===== config.mk =====
export PLATFORM = sky130hd
export DESIGN_NAME = mem_ctrl
export DESIGN_NICKNAME = d
export VERILOG_FILES = /design/src/rtl/mem_ctrl.sv
export SDC_FILE = /design/constraint.sdc
export NUM_CORES = 1
export LEC_CHECK = 0
export BUFFER_PORTS_ARGS = -buffer_cell sky130_fd_sc_hd__buf_4
export CORE_ASPECT_RATIO = 1.1
export CORE_UTILIZATION = 45
export DETAILED_ROUTE_END_ITERATION = 8
export GPL_TIMING_DRIVEN = 0
export PLACE_DENSITY = 0.7
export SLEW_MARGIN = 20
export SYNTH_ARGS = -nofsm -noshare
export SYNTH_HDL_FRONTEND = slang
export SYNTH_SLANG_ARGS = --single-unit
export TNS_END_PERCENT = 50

===== constraint.sdc =====
create_clock -name clk_in -period 2.4 [get_ports clk_in]
set_clock_uncertainty 0.05 [all_clocks]
set_input_delay 0.36 -clock clk_in [delete_from_list [all_inputs] [get_ports clk_in]]
set_output_delay 0.36 -clock clk_in [all_outputs]
set_load 0.005 [all_outputs]

===== src/rtl/mem_ctrl.sv =====
// Memory controller: arbitrates instruction fetches and MEM loads/stores onto a
// byte-serial single-port RAM, assembling little-endian words for the requesters.
module mem_ctrl #(
   parameter int ADDR_W = 18
) (
   input  logic              clk_in,
   input  logic              rst_in,
   input  logic              rdy_in,
   input  logic              pc_jump_in,
   input  logic              ic_req_in,
   input  logic [ADDR_W-1:0] ic_addr_in,
   output logic              ic_instE_out,
   output logic [31:0]       ic_inst_out,
   output logic              ic_busy_out,
   input  logic              mem_req_in,
   input  logic              mem_wr_in,
   input  logic [1:0]        mem_len_in,
   input  logic [ADDR_W-1:0] mem_addr_in,
   input  logic [31:0]       mem_wdata_in,
   output logic              mem_dataE_out,
   output logic [31:0]       mem_data_out,
   output logic              mem_busy_out,
   input  logic [7:0]        ram_din_in,
   output logic [7:0]        ram_dout_out,
   output logic [31:0]       ram_addr_out,
   output logic              ram_wr_out
);

   typedef enum logic [1:0] {IDLE, IC_RD, MEM_RD, MEM_WR} state_e;

   state_e            state_q, state_d;
   logic [ADDR_W-1:0] addr_q, addr_d;
   logic [2:0]        cnt_q, cnt_d;
   logic [2:0]        len_q, len_d;
   logic [31:0]       wdata_q, wdata_d;
   logic [31:0]       buf_q, buf_d;
   logic [31:0]       ic_inst_q, ic_inst_d;
   logic [31:0]       mem_data_q, mem_data_d;
   logic              ic_e_q, ic_e_d;
   logic              mem_e_q, mem_e_d;
   logic [1:0]        lane;
   logic [31:0]       lane_word;

   // NOTE: every variable gets a default before the case so no path leaves it
   // unassigned; otherwise synthesis infers a latch.
   always_comb begin
      state_d    = state_q;
      addr_d     = addr_q;
      cnt_d      = cnt_q;
      len_d      = len_q;
      wdata_d    = wdata_q;
      buf_d      = buf_q;
      ic_inst_d  = ic_inst_q;
      mem_data_d = mem_data_q;
      ic_e_d     = 1'b0;
      mem_e_d    = 1'b0;
      // The RAM answers one cycle late, so the byte seen now belongs to lane cnt-1.
      lane       = 2'(cnt_q - 3'd1);
      lane_word  = {24'b0, ram_din_in} << {lane, 3'b000};

      case (state_q)
         IDLE: begin
            if (mem_req_in) begin
               state_d = mem_wr_in ? MEM_WR : MEM_RD;
               addr_d  = mem_addr_in;
               len_d   = (mem_len_in == 2'b00) ? 3'd1 :
                         (mem_len_in == 2'b01) ? 3'd2 : 3'd4;
               wdata_d = mem_wdata_in;
               cnt_d   = 3'd0;
               buf_d   = '0;
            end else if (ic_req_in && !pc_jump_in) begin
               state_d = IC_RD;
               addr_d  = ic_addr_in;
               len_d   = 3'd4;
               cnt_d   = 3'd0;
               buf_d   = '0;
            end
         end
         IC_RD, MEM_RD: begin
            addr_d = addr_q + ADDR_W'(1);
            cnt_d  = cnt_q + 3'd1;
            if (cnt_q != 3'd0) buf_d = buf_q | lane_word;
            if (state_q == IC_RD && pc_jump_in) begin
               state_d = IDLE;
            end else if (cnt_q == len_q) begin
               state_d = IDLE;
               if (state_q == IC_RD) begin
                  ic_inst_d = buf_d;
                  ic_e_d    = 1'b1;
               end else begin
                  mem_data_d = buf_d;
                  mem_e_d    = 1'b1;
               end
            end
         end
         MEM_WR: begin
            addr_d  = addr_q + ADDR_W'(1);
            cnt_d   = cnt_q + 3'd1;
            wdata_d = wdata_q >> 8;
            if (cnt_q == len_q - 3'd1) begin
               state_d = IDLE;
               mem_e_d = 1'b1;
            end
         end
         default: state_d = IDLE;
      endcase
   end

   // NOTE: sequential state uses non-blocking assignments so every register
   // samples pre-edge values regardless of statement order.
   always_ff @(posedge clk_in or negedge rst_in) begin
      if (!rst_in) begin
         state_q    <= IDLE;
         addr_q     <= '0;
         cnt_q      <= '0;
         len_q      <= '0;
         wdata_q    <= '0;
         buf_q      <= '0;
         ic_inst_q  <= '0;
         mem_data_q <= '0;
         ic_e_q     <= 1'b0;
         mem_e_q    <= 1'b0;
      end else if (rdy_in) begin
         state_q    <= state_d;
         addr_q     <= addr_d;
         cnt_q      <= cnt_d;
         len_q      <= len_d;
         wdata_q    <= wdata_d;
         buf_q      <= buf_d;
         ic_inst_q  <= ic_inst_d;
         mem_data_q <= mem_data_d;
         ic_e_q     <= ic_e_d;
         mem_e_q    <= mem_e_d;
      end
   end

   assign ic_instE_out  = ic_e_q;
   assign ic_inst_out   = ic_inst_q;
   assign ic_busy_out   = (state_q == IC_RD);
   assign mem_dataE_out = mem_e_q;
   assign mem_data_out  = mem_data_q;
   assign mem_busy_out  = (state_q == MEM_RD) || (state_q == MEM_WR);
   assign ram_dout_out  = wdata_q[7:0];
   assign ram_addr_out  = 32'(addr_q);
   // A stalled cycle must not repeat the write, so the strobe is gated by rdy.
   assign ram_wr_out    = (state_q == MEM_WR) && rdy_in;

endmodule


==> results of run 1 <==
==> critical path, cell delays in order (launching register included) <==
cell and delay, ns:
dfrtp_1 0.40, inv_1 0.14, ha_1 0.25, nand2b_1 0.07, buf_2 0.16, o211a_2 0.31
nor2_1 0.31, buf_2 0.30, nor2_1 0.08
==> placed cells by master, fill, tap and decap left out, types with 9 or more instances in the layout <==
master and count:
inv_1 12, buf_4 196, a31oi_1 32, nand2_1 43, o22ai_1 14, clkbuf_16 17, o21ai_0 43, dfrtp_1 156
nand2b_1 10, mux2_2 16, mux2i_1 41, a21oi_1 110, nor2_1 101, buf_2 28, o211ai_1 12, clkbuf_1 22
conb_1 14, ha_1 9
==> flip-flops by register name, summed over array words and instances, names as in the netlist <==
signal         count
ic_instE_out       1
state_q            2
len_q              3
wdata_q           32
mem_dataE_out      1
cnt_q              3
addr_q            18
ic_inst_out       32
buf_q             32
mem_data_out      32
==> routing by layer <==
| layer | up-vias | share of wire, % |
|---|---|---|
| met3 | 20 | 5.5 |
| met2 | 191 | 48 |
| li1 | 3016 | - |
| met1 | 2952 | 45 |
| met5 | - | 0 |
| met4 | 0 | 1.3 |
==> metrics by stage <==
stage                     power, mW  hold slack (ns)  worst slack [ns]  util, %
after floorplan               7.447          0.01441            0.6161        -
after global placement        9.507           0.4112           0.08517    56.41
after detailed placement      9.641           0.2992            0.2255    56.63
after CTS                     12.56          0.09349            0.1717    60.63
after global routing          13.38           0.1000          0.008202    60.63
final                         12.47           0.1014            0.1948    60.63
==> cell usage after synthesis (all sizes together), types with 2 or more instances <==
cell	instances	area share, %
a21boi	2	0.20
a21o	2	0.20
a21oi	110	7.5
a221o	2	0.27
a31oi	32	2.7
and2	2	0.17
and3	4	0.34
and4	2	0.24
buf	57	4.7
clkbuf	24	1.3
dfrtp	156	53
ha	9	1.5
inv	12	0.61
mux2	16	2.4
mux2i	41	5.6
nand2	43	2.2
nand2b	10	0.85
nand3	9	0.68
nand4	6	0.51
nand4b	2	0.24
nor2	101	5.2
nor2b	2	0.17
nor3	3	0.20
nor3b	4	0.54
nor4	6	0.68
o2111ai	3	0.36
o211ai	13	1.4
o21ai	44	3.0
o22ai	14	1.2
or2	2	0.17
xor2	4	0.48
==> how the worst min path moves through the flow <==
stage	startpoint	to	slack, ns	cells past startpoint
after floorplan	rst_in	addr_q[0]	0.01	0
after global placement	wdata_q[31]	wdata_q[31]	0.41	2
after detailed placement	rst_in	addr_q[7]	0.30	1
after CTS	mem_len_in[0]	len_q[0]	0.09	2
after global routing	mem_len_in[0]	len_q[0]	0.10	2
final	mem_len_in[0]	len_q[0]	0.10	2
==> final cells by class <==
class / count / area, um2
Sequential cell: 156 / 3904
Clock buffer: 18 / 439.2
Fill cell: 1402 / 6242
Clock inverter: 13 / 188.9
Timing Repair Buffer: 173 / 1329
Multi-Input combinational cell: 512 / 3018
Inverter: 13 / 48.80
Buffer: 80 / 435.4
Tap cell: 200 / 250.2
==> power by group through the flow <==
stage / sequential (mW) / combinational, mW / clock (mW)
6_report: 4.69 / 4.91 / 2.87
5_1_grt: 4.85 / 5.51 / 3.02
4_1_cts: 4.69 / 4.95 / 2.92
3_5_place_dp: 4.72 / 4.92 / 0
3_3_place_gp: 4.69 / 4.82 / 0
2_1_floorplan: 4.61 / 2.83 / 0
==> timing repair <==
action / CTS / global route
endpoints found under the hold margin: 68 / 0
buffers inserted: 0 / 0
endpoints found under the setup margin: 1 / 0
hold buffers: 1 / 0
==> kinds of logic after synthesis <==
group                      count (synthesis)  share of synthesized area (%)
DFF                                      156                          53.03
AOI/OAI and AO/OA                        228                          17.51
adders and majority gates                  9                          1.530
and+or+nand+nor                          199                          12.44
muxes                                     57                          8.023
other                                      1                        0.05095
buffers and inverters                     94                          6.629
xor gates and xnor gates                   5                         0.7818
==> flow_metrics.py, run 1 <==
metrics = {
    "place": {
        "gp_congestion": 0.8600,
        "io_buffers": 171,
        "placed_cells": 1134,
        "dp_hpwl_um": 13590,
        "dpl-instance-area_um2": 8979,
    },
    "global_route": {
        "grtUsageMet3_pct": 4.572,
        "grt_pass1_vias": 5889,
        "grt_usage_pct": 23.81,
        "use_met1_pct": 33.66,
        "grt_max_degree": 89,
        "top_usage_layer": "met2",
        "grt_pass1_wl_um": 30800,
        "use_met2_pct": 37.22,
        "antenna_found_initial": 0,
        "grt-ovfl-total": 0,
    },
    "outcome": {
        "outcome": "finished clean",
    },
    "power": {
        "power_switching_share_pct": 35.78,
        "p_per_area_nw_per_um2": 1298,
        "p_leak_nw": 4.632,
        "p_int_mw": 8.012,
        "clkPwrFrac_pct": 23.0,
        "pwr-share-comb_pct": 39.4,
        "seq_power_share_pct": 37.6,
        "max-vdd-ir-drop_mv": 0.6106,
        "switchingPower_mw": 4.463,
    },
    "worst_setup_path": {
        "reg2reg_from": "state_q[0]",
        "critPathCapture": "buf_q[17]",
        "critPathLaunchType": "flip-flop",
        "r2r_setup_slack_ns": 0.19,
        "endpoint_kind": "flip-flop",
        "r2r_end": "buf_q[17]",
        "arrival_ns": 2.45,
        "required_ns": 2.65,
        "cp_max_fo": 10,
        "critPathLaunch": "state_q[0]",
        "critical_path_class": "flip-flop to flip-flop",
        "reg2reg_depth": 8,
    },
    "sta": {
        "layout_worst_path_cycle_share_pct": 91.88,
        "tightest_slew_ns": 0.7328,
        "fmaxAchievable_mhz": 453.5,
        "slew_viol_final": 0,
        "rsz0062_at_grt": "no",
        "tns_ns": 0,
        "hold_viol_final": 0,
        "fin_crit_ns": 2.205,
        "slew-limit-headroom_pct": 51.15,
        "setup_viol": 0,
    },
    "detailed_routing": {
        "drt-total-wl_um": 19210,
        "drtIter0Drc": 346,
        "wl_per_cell_um": 16.48,
        "avgViaCountPerCell": 5.304,
        "dr.pass1.iters": 5,
        "ant_nets": 0,
        "num_vias": 6179,
        "drc": 0,
    },
    "logic_synthesis": {
        "ys_warn_count": 0,
        "synth_area_um2": 7361,
        "yosys_most_used_dff": "dfrtp_1",
        "synth.yosys.seq_area_share_pct": 53.03,
        "yosys_register_bits": 156,
        "postSynthCellCount": 749,
        "async_flop_share_pct": 100.0,
        "yosys.cell_types.count": 51,
        "avgSynthCellArea_um2": 9.828,
        "synth_edf_count": 0,
    },
    "floorplan": {
        "pin_count": 194,
        "initial_utilization_pct": 46.43,
        "rows": 48,
        "die_y_um": 136.1,
        "fp.dieW_um": 123.9,
        "core_um2": 15860,
        "die-area_um2": 16870,
    },
    "cts": {
        "cts_buffers": 17,
        "clockBufferDepth": 2,
        "clk_pin_slew_worst_paths_ns": 0.06,
        "clockRootBuffer": "clkbuf_16",
        "cts.sinks": 156,
        "clk_latency_ns": 0.42,
        "cts_tree": "yes",
        "htreeDepth": 4,
        "ctsResizeCount": 0,
    },
    "job": {
        "drv_cap": 0,
    },
    "finish": {
        "fin_cells": 1165,
        "nets": 1047,
        "synthToLayoutAreaGrowth_pct": 30.60,
        "finalInstanceArea_um2": 9613,
        "antenna_cells": 0,
        "drive_gt1_share_pct": 29.53,
    },
    "hold_path": {
        "min_path_type": "primary input to flip-flop",
    },
}
No activity file was read; power rests on OpenSTA's default activity.
==> inputs of run 2 (changes only) <==
CORE_UTILIZATION = 53   (was 45)
PLACE_DENSITY = 0.8   (was 0.7)
==> run 2 against run 1 <==
  * Cell count is 1.4% lower
  * Highest routed layer unchanged
  * Via count is 2.1% higher
  * Core utilization is 10 points higher
  * Count of clock-buffer cells in the layout is 3 higher
  * Sequential share of layout area is 0.47 points higher
  * Combinational power hardly changed
  * Total power is 3.5% lower
  * Sequential power hardly changed
  * Critical path depth is 1 lower
  * Largest cell class unchanged
  * Non-clock buffer count stayed put
==> flow_metrics.py, run 2 (synthesized netlist as in run 1, its figures left out) <==
metrics = {
    "outcome": {
        "outcome": "finished clean",
    },
    "finish": {
        "antenna_cells": 0,
        "layout_common_cells": "196 x buf_4, 156 x dfrtp_1, 110 x a21oi_1",
        "utilization_pct": 71.03,
        "nets": 1047,
        "mostFrequentLayoutCell": "buf_4",
        "drive_gt1_share_pct": 29.43,
        "synthToLayoutAreaGrowth_pct": 29.10,
    },
    "job": {
        "drv_cap": 0,
    },
    "worst_setup_path": {
        "endpoint_kind": "flip-flop",
        "cpMaxStageDelayCell": "dfrtp_1",
        "crit_chain": "inv_1, ha_1, nand4b_1, nor4_1, buf_2, buf_2, a21oi_1",
        "cpMostUsedCell": "buf_2",
        "required_ns": 2.64,
        "arrival_ns": 2.46,
        "max_stage_delay_ns": 0.37,
        "cp_max_fo": 10,
        "cp.buffers_inverters": 3,
        "cp_top_family": "buffers and inverters",
        "critPathLaunchType": "flip-flop",
        "critical_path_class": "flip-flop to flip-flop",
    },
    "sta": {
        "layout_worst_path_cycle_share_pct": 92.45,
        "rsz0062_at_grt": "no",
        "slew_viol_final": 0,
        "fin_crit_ns": 2.219,
        "hold_slack_ns": 0.08378,
        "fmaxAchievable_mhz": 450.7,
        "hold_viol_final": 0,
        "slew-limit-headroom_pct": 50.29,
        "tightest_slew_ns": 0.7456,
        "setup_viol": 0,
        "tns_ns": 0,
    },
    "place": {
        "dp_hpwl_um": 13200,
        "io_buffers": 171,
        "gp_congestion": 0.8704,
    },
    "power": {
        "switchingPower_mw": 4.408,
        "p_int_mw": 7.636,
        "power_switching_share_pct": 36.60,
        "p_per_area_nw_per_um2": 1267,
        "seq_power_share_pct": 39.0,
        "power.total_mw": 12.04,
        "clkPwrFrac_pct": 20.2,
        "p_leak_nw": 4.597,
        "max-vdd-ir-drop_mv": 0.7859,
        "pwr-share-comb_pct": 40.8,
    },
    "global_route": {
        "antenna_found_initial": 0,
        "grt_usage_pct": 27.09,
        "grt-ovfl-total": 0,
        "grt_max_degree": 92,
        "grt_pass1_vias": 6104,
        "grt_pass1_wl_um": 30330,
    },
    "detailed_routing": {
        "drc": 0,
        "ant_nets": 0,
        "drtIter0Drc": 474,
        "drt-total-wl_um": 18590,
        "wl_per_cell_um": 16.18,
        "num_vias": 6311,
        "avgViaCountPerCell": 5.493,
        "dr.pass1.iters": 5,
    },
    "cts": {
        "clk_pin_slew_worst_paths_ns": 0.06,
        "clk_latency_ns": 0.42,
        "cts_tree": "yes",
        "cts_buffers": 17,
        "clockRootBuffer": "clkbuf_16",
        "post_cts_buffers": 0,
        "htreeDepth": 4,
        "cts.sinks": 156,
        "clockBufferDepth": 2,
        "ctsResizeCount": 0,
    },
    "floorplan": {
        "fp.dieW_um": 114.4,
        "initial_utilization_pct": 55.02,
        "pin_count": 194,
        "rows": 44,
        "core_um2": 13380,
        "die-area_um2": 14360,
        "die_y_um": 125.6,
    },
    "hold_path": {
        "min_path_type": "primary input to flip-flop",
    },
}
==> run 2: cell count changes in the layout (fill, tap and decap cells not counted) <==
cell        previous run  this run
clkbuf_8               1         3
clkinvlp_4             4         3
clkbuf_1              22        23
clkinv_2               2         5
clkinv_4               0         1
inv_6                  2         0
bufinv_16              4         0
==> run 2: cell type report <==
cell class | count | area [um2]
buffer | 80 | 435.4
clock buffer | 21 | 470.5
clock inverter | 10 | 67.56
fill | 1084 | 3875
inverter | 13 | 48.80
multi-input combinational | 512 | 3018
sequential | 156 | 3904
tap | 184 | 230.2
timing repair buffer | 173 | 1329
==> run 2: path summary, 6_finish.rpt <==
check | cells past startpoint | from | endpoint | slack [ns]
worst max-delay path | 7 | state_q[0] | ic_inst_out[2] | 0.18
worst min-delay path | 2 | mem_len_in[0] | len_q[0] | 0.08
worst max register to register | 7 | state_q[0] | ic_inst_out[2] | 0.18
worst min register to register | 2 | wdata_q[0] | wdata_q[0] | 0.43
max in group asynchronous | 3 | rst_in | buf_q[7] | 1.07
min in group asynchronous | 2 | rst_in | addr_q[8] | 0.40
==> run 2: repair_timing <==
action                                  4_1_cts  5_1_grt
hold buffers                                  1        0
endpoints found under the setup margin        1        0
hold endpoints to repair                     65        0
==> run 2: power by group through the flow <==
stage	clock, mW	combinational, mW	sequential, mW
after floorplan	0	2.83	4.61
after global placement	0	4.76	4.69
after detailed placement	0	4.90	4.72
after CTS	2.47	4.93	4.68
after global routing	2.58	5.46	4.86
final	2.43	4.91	4.69
==> run 2: through the flow <==
stage	cell area (um2)	worst slack, ns	instances
CTS	9503	0.1945	1149
global placement	8924	0.1180	1117
global route	9503	0.04423	1149
floorplan	7410	0.6161	762
finish	9503	0.1812	1149
detailed placement	8959	0.2152	1118
==> run 2: per-layer routing <==
layer	global-route usage (%)	vias up	wire length, um
met5	0	-	0
met4	9.702	0	413
met1	36.07	3085	8178
met2	43.99	181	9107
li1	-	3007	-
met3	5.526	38	895
==> inputs of run 3 (changes only) <==
clock period = 2.2 ns   (was 2.4 ns; I/O delays follow)
==> run 3 against run 2 <==
  * Worst setup slack worse by 0.16 ns
  * Total power rose by 9.9%
  * Design area rose by 0.67%
  * Critical path depth is 2 lower
  * Register-to-register slack worse by 0.14 ns
  * Global-route usage about the same
  * Non-clock buffer count up 2
  * Sequential share of layout area is 0.27 points lower
  * Critical endpoint is now mem_busy_out
  * Worst hold slack lost 0.032 ns
==> flow_metrics.py, run 3 (synthesized netlist as in run 1, its figures left out) <==
metrics = {
    "outcome": {
        "outcome": "finished clean",
    },
    "cts": {
        "clockBufferDepth": 2,
        "htreeDepth": 4,
        "clk_latency_ns": 0.43,
        "clk_pin_slew_worst_paths_ns": 0.06,
        "cts.sinks": 156,
        "cts_tree": "yes",
        "cts_buffers": 17,
        "clockRootBuffer": "clkbuf_16",
    },
    "worst_setup_path": {
        "critPathLaunch": "state_q[0]",
        "endpoint_kind": "primary output",
        "arrival_ns": 1.80,
        "reg2reg_depth": 6,
        "r2r_setup_slack_ns": 0.04,
        "reg2reg_from": "cnt_q[0]",
        "cp_max_fo": 10,
        "critPathLaunchType": "flip-flop",
        "r2r_end": "mem_data_out[30]",
        "critical_path_class": "flip-flop to primary output",
        "required_ns": 1.82,
    },
    "finish": {
        "drive_gt1_share_pct": 30.92,
        "synthToLayoutAreaGrowth_pct": 29.97,
        "seqCellArea_um2": 3904,
        "layout_common_cells": "199 x buf_4, 156 x dfrtp_1, 108 x a21oi_1",
        "multi_input_area_um2": 3044,
        "fin_cells": 1151,
        "antenna_cells": 0,
        "nets": 1049,
        "fill_cells": 1081,
        "finalInstanceArea_um2": 9567,
        "mostFrequentLayoutCell": "buf_4",
    },
    "place": {
        "gp_congestion": 0.8704,
        "placed_cells": 1118,
        "dpl-instance-area_um2": 8959,
        "dp_hpwl_um": 13200,
        "io_buffers": 171,
        "place_ws_ns": 0.01524,
    },
    "detailed_routing": {
        "avgViaCountPerCell": 5.493,
        "drc": 0,
        "num_vias": 6323,
        "drtIter0Drc": 485,
        "wl_per_cell_um": 16.21,
        "wl_met1_um": 8044,
        "met3_length_um": 997,
        "ant_nets": 0,
        "dr.pass1.iters": 5,
        "top_layer": "met4",
        "wl_met2_um": 9218,
        "drt-total-wl_um": 18650,
    },
    "global_route": {
        "grt_pass1_wl_um": 30370,
        "grt_max_degree": 92,
        "antenna_found_initial": 0,
        "grt-ovfl-total": 0,
        "grt_pass1_vias": 6114,
        "grt_usage_pct": 27.13,
    },
    "floorplan": {
        "initial_utilization_pct": 55.02,
        "rows": 44,
        "die-area_um2": 14360,
        "die_y_um": 125.6,
        "pin_count": 194,
        "core_um2": 13380,
        "fp.dieW_um": 114.4,
    },
    "hold_path": {
        "min_path_type": "primary input to flip-flop",
        "min_path_cells": 2,
        "holdPathEnd": "len_q[0]",
        "min_from": "mem_len_in[0]",
    },
    "sta": {
        "slew_viol_final": 0,
        "setup_slack_ns": 0.01867,
        "rsz0062_at_grt": "yes",
        "layout_worst_path_cycle_share_pct": 99.15,
        "setup_viol": 0,
        "slew-limit-headroom_pct": 50.34,
        "fin_crit_ns": 2.181,
        "hold_slack_ns": 0.05168,
        "fmaxAchievable_mhz": 458.4,
        "hold_viol_final": 0,
        "tightest_slew_ns": 0.7450,
    },
    "power": {
        "p_leak_nw": 4.638,
        "p_per_area_nw_per_um2": 1383,
        "max-vdd-ir-drop_mv": 0.8485,
    },
    "job": {
        "drv_cap": 0,
    },
}
-- run 3: cell count changes in the layout (fill, tap and decap cells not counted), sizes merged --
cell / change
buf: +2
-- run 3: report_power, final --
part | leakage, nW | total, mW | switching (mW) | internal, mW
combinational | 2.38 | 5.44 | 2.77 | 2.67
clock | 0.262 | 2.66 | 1.14 | 1.52
sequential | 2.00 | 5.13 | 0.939 | 4.19
total | 4.64 | 13.2 | 4.85 | 8.38
-- run 3: worst max path at each step --
| stage | end | slack, ns | depth (start not counted) |
|---|---|---|---|
| 6_report | mem_busy_out | 0.02 | 5 |
| 5_1_grt | mem_data_out[29] | -0.1 | 6 |
| 4_1_cts | mem_busy_out | 0.001 | 5 |
| 3_5_place_dp | ic_inst_out[2] | 0.02 | 7 |
| 3_3_place_gp | mem_data_out[13] | -0.05 | 1 |
| 2_1_floorplan | buf_q[10] | 0.42 | 8 |
-- run 3: metrics by stage --
stage               utilization, %  total power, mW  setup TNS, ns
finish                       71.51            13.23              0
global route                 71.51            14.17        -0.5073
CTS                          71.17            13.20              0
detailed placement           66.97            10.49              0
global placement             66.70            10.31         -6.109
floorplan                        -            8.124              0
-- run 3: area by class of cell --
cell class | instances | share of cell area [%]
Tap cell | 184 | 2.406
Clock buffer | 21 | 4.918
Inverter | 13 | 0.5101
Multi-Input combinational cell | 512 | 31.82
Timing Repair Buffer | 174 | 13.97
Buffer | 81 | 4.865
Sequential cell | 156 | 40.81
Clock inverter | 10 | 0.7063
-- run 3: timing repair --
item	CTS	global route
setup buffers	0	1
hold buffers	1	0
endpoints found under the hold margin	65	0
endpoints found under the setup margin	2	128
pin swaps	0	1
resized for setup	5	24
-- run 3: critical path, stage by stage, from the launching register on --
cell     delay, ns
dfrtp_1       0.40
ha_1          0.20
buf_2         0.17
buf_8         0.16
or2_2         0.31
buf_4         0.14
-- run 3: per-layer routing --
layer,global-route usage (%),vias to the layer above
met3,5.526,33
met1,36.03,3071
li1,-,3013
met2,44.14,206
met4,9.702,0
met5,0,-
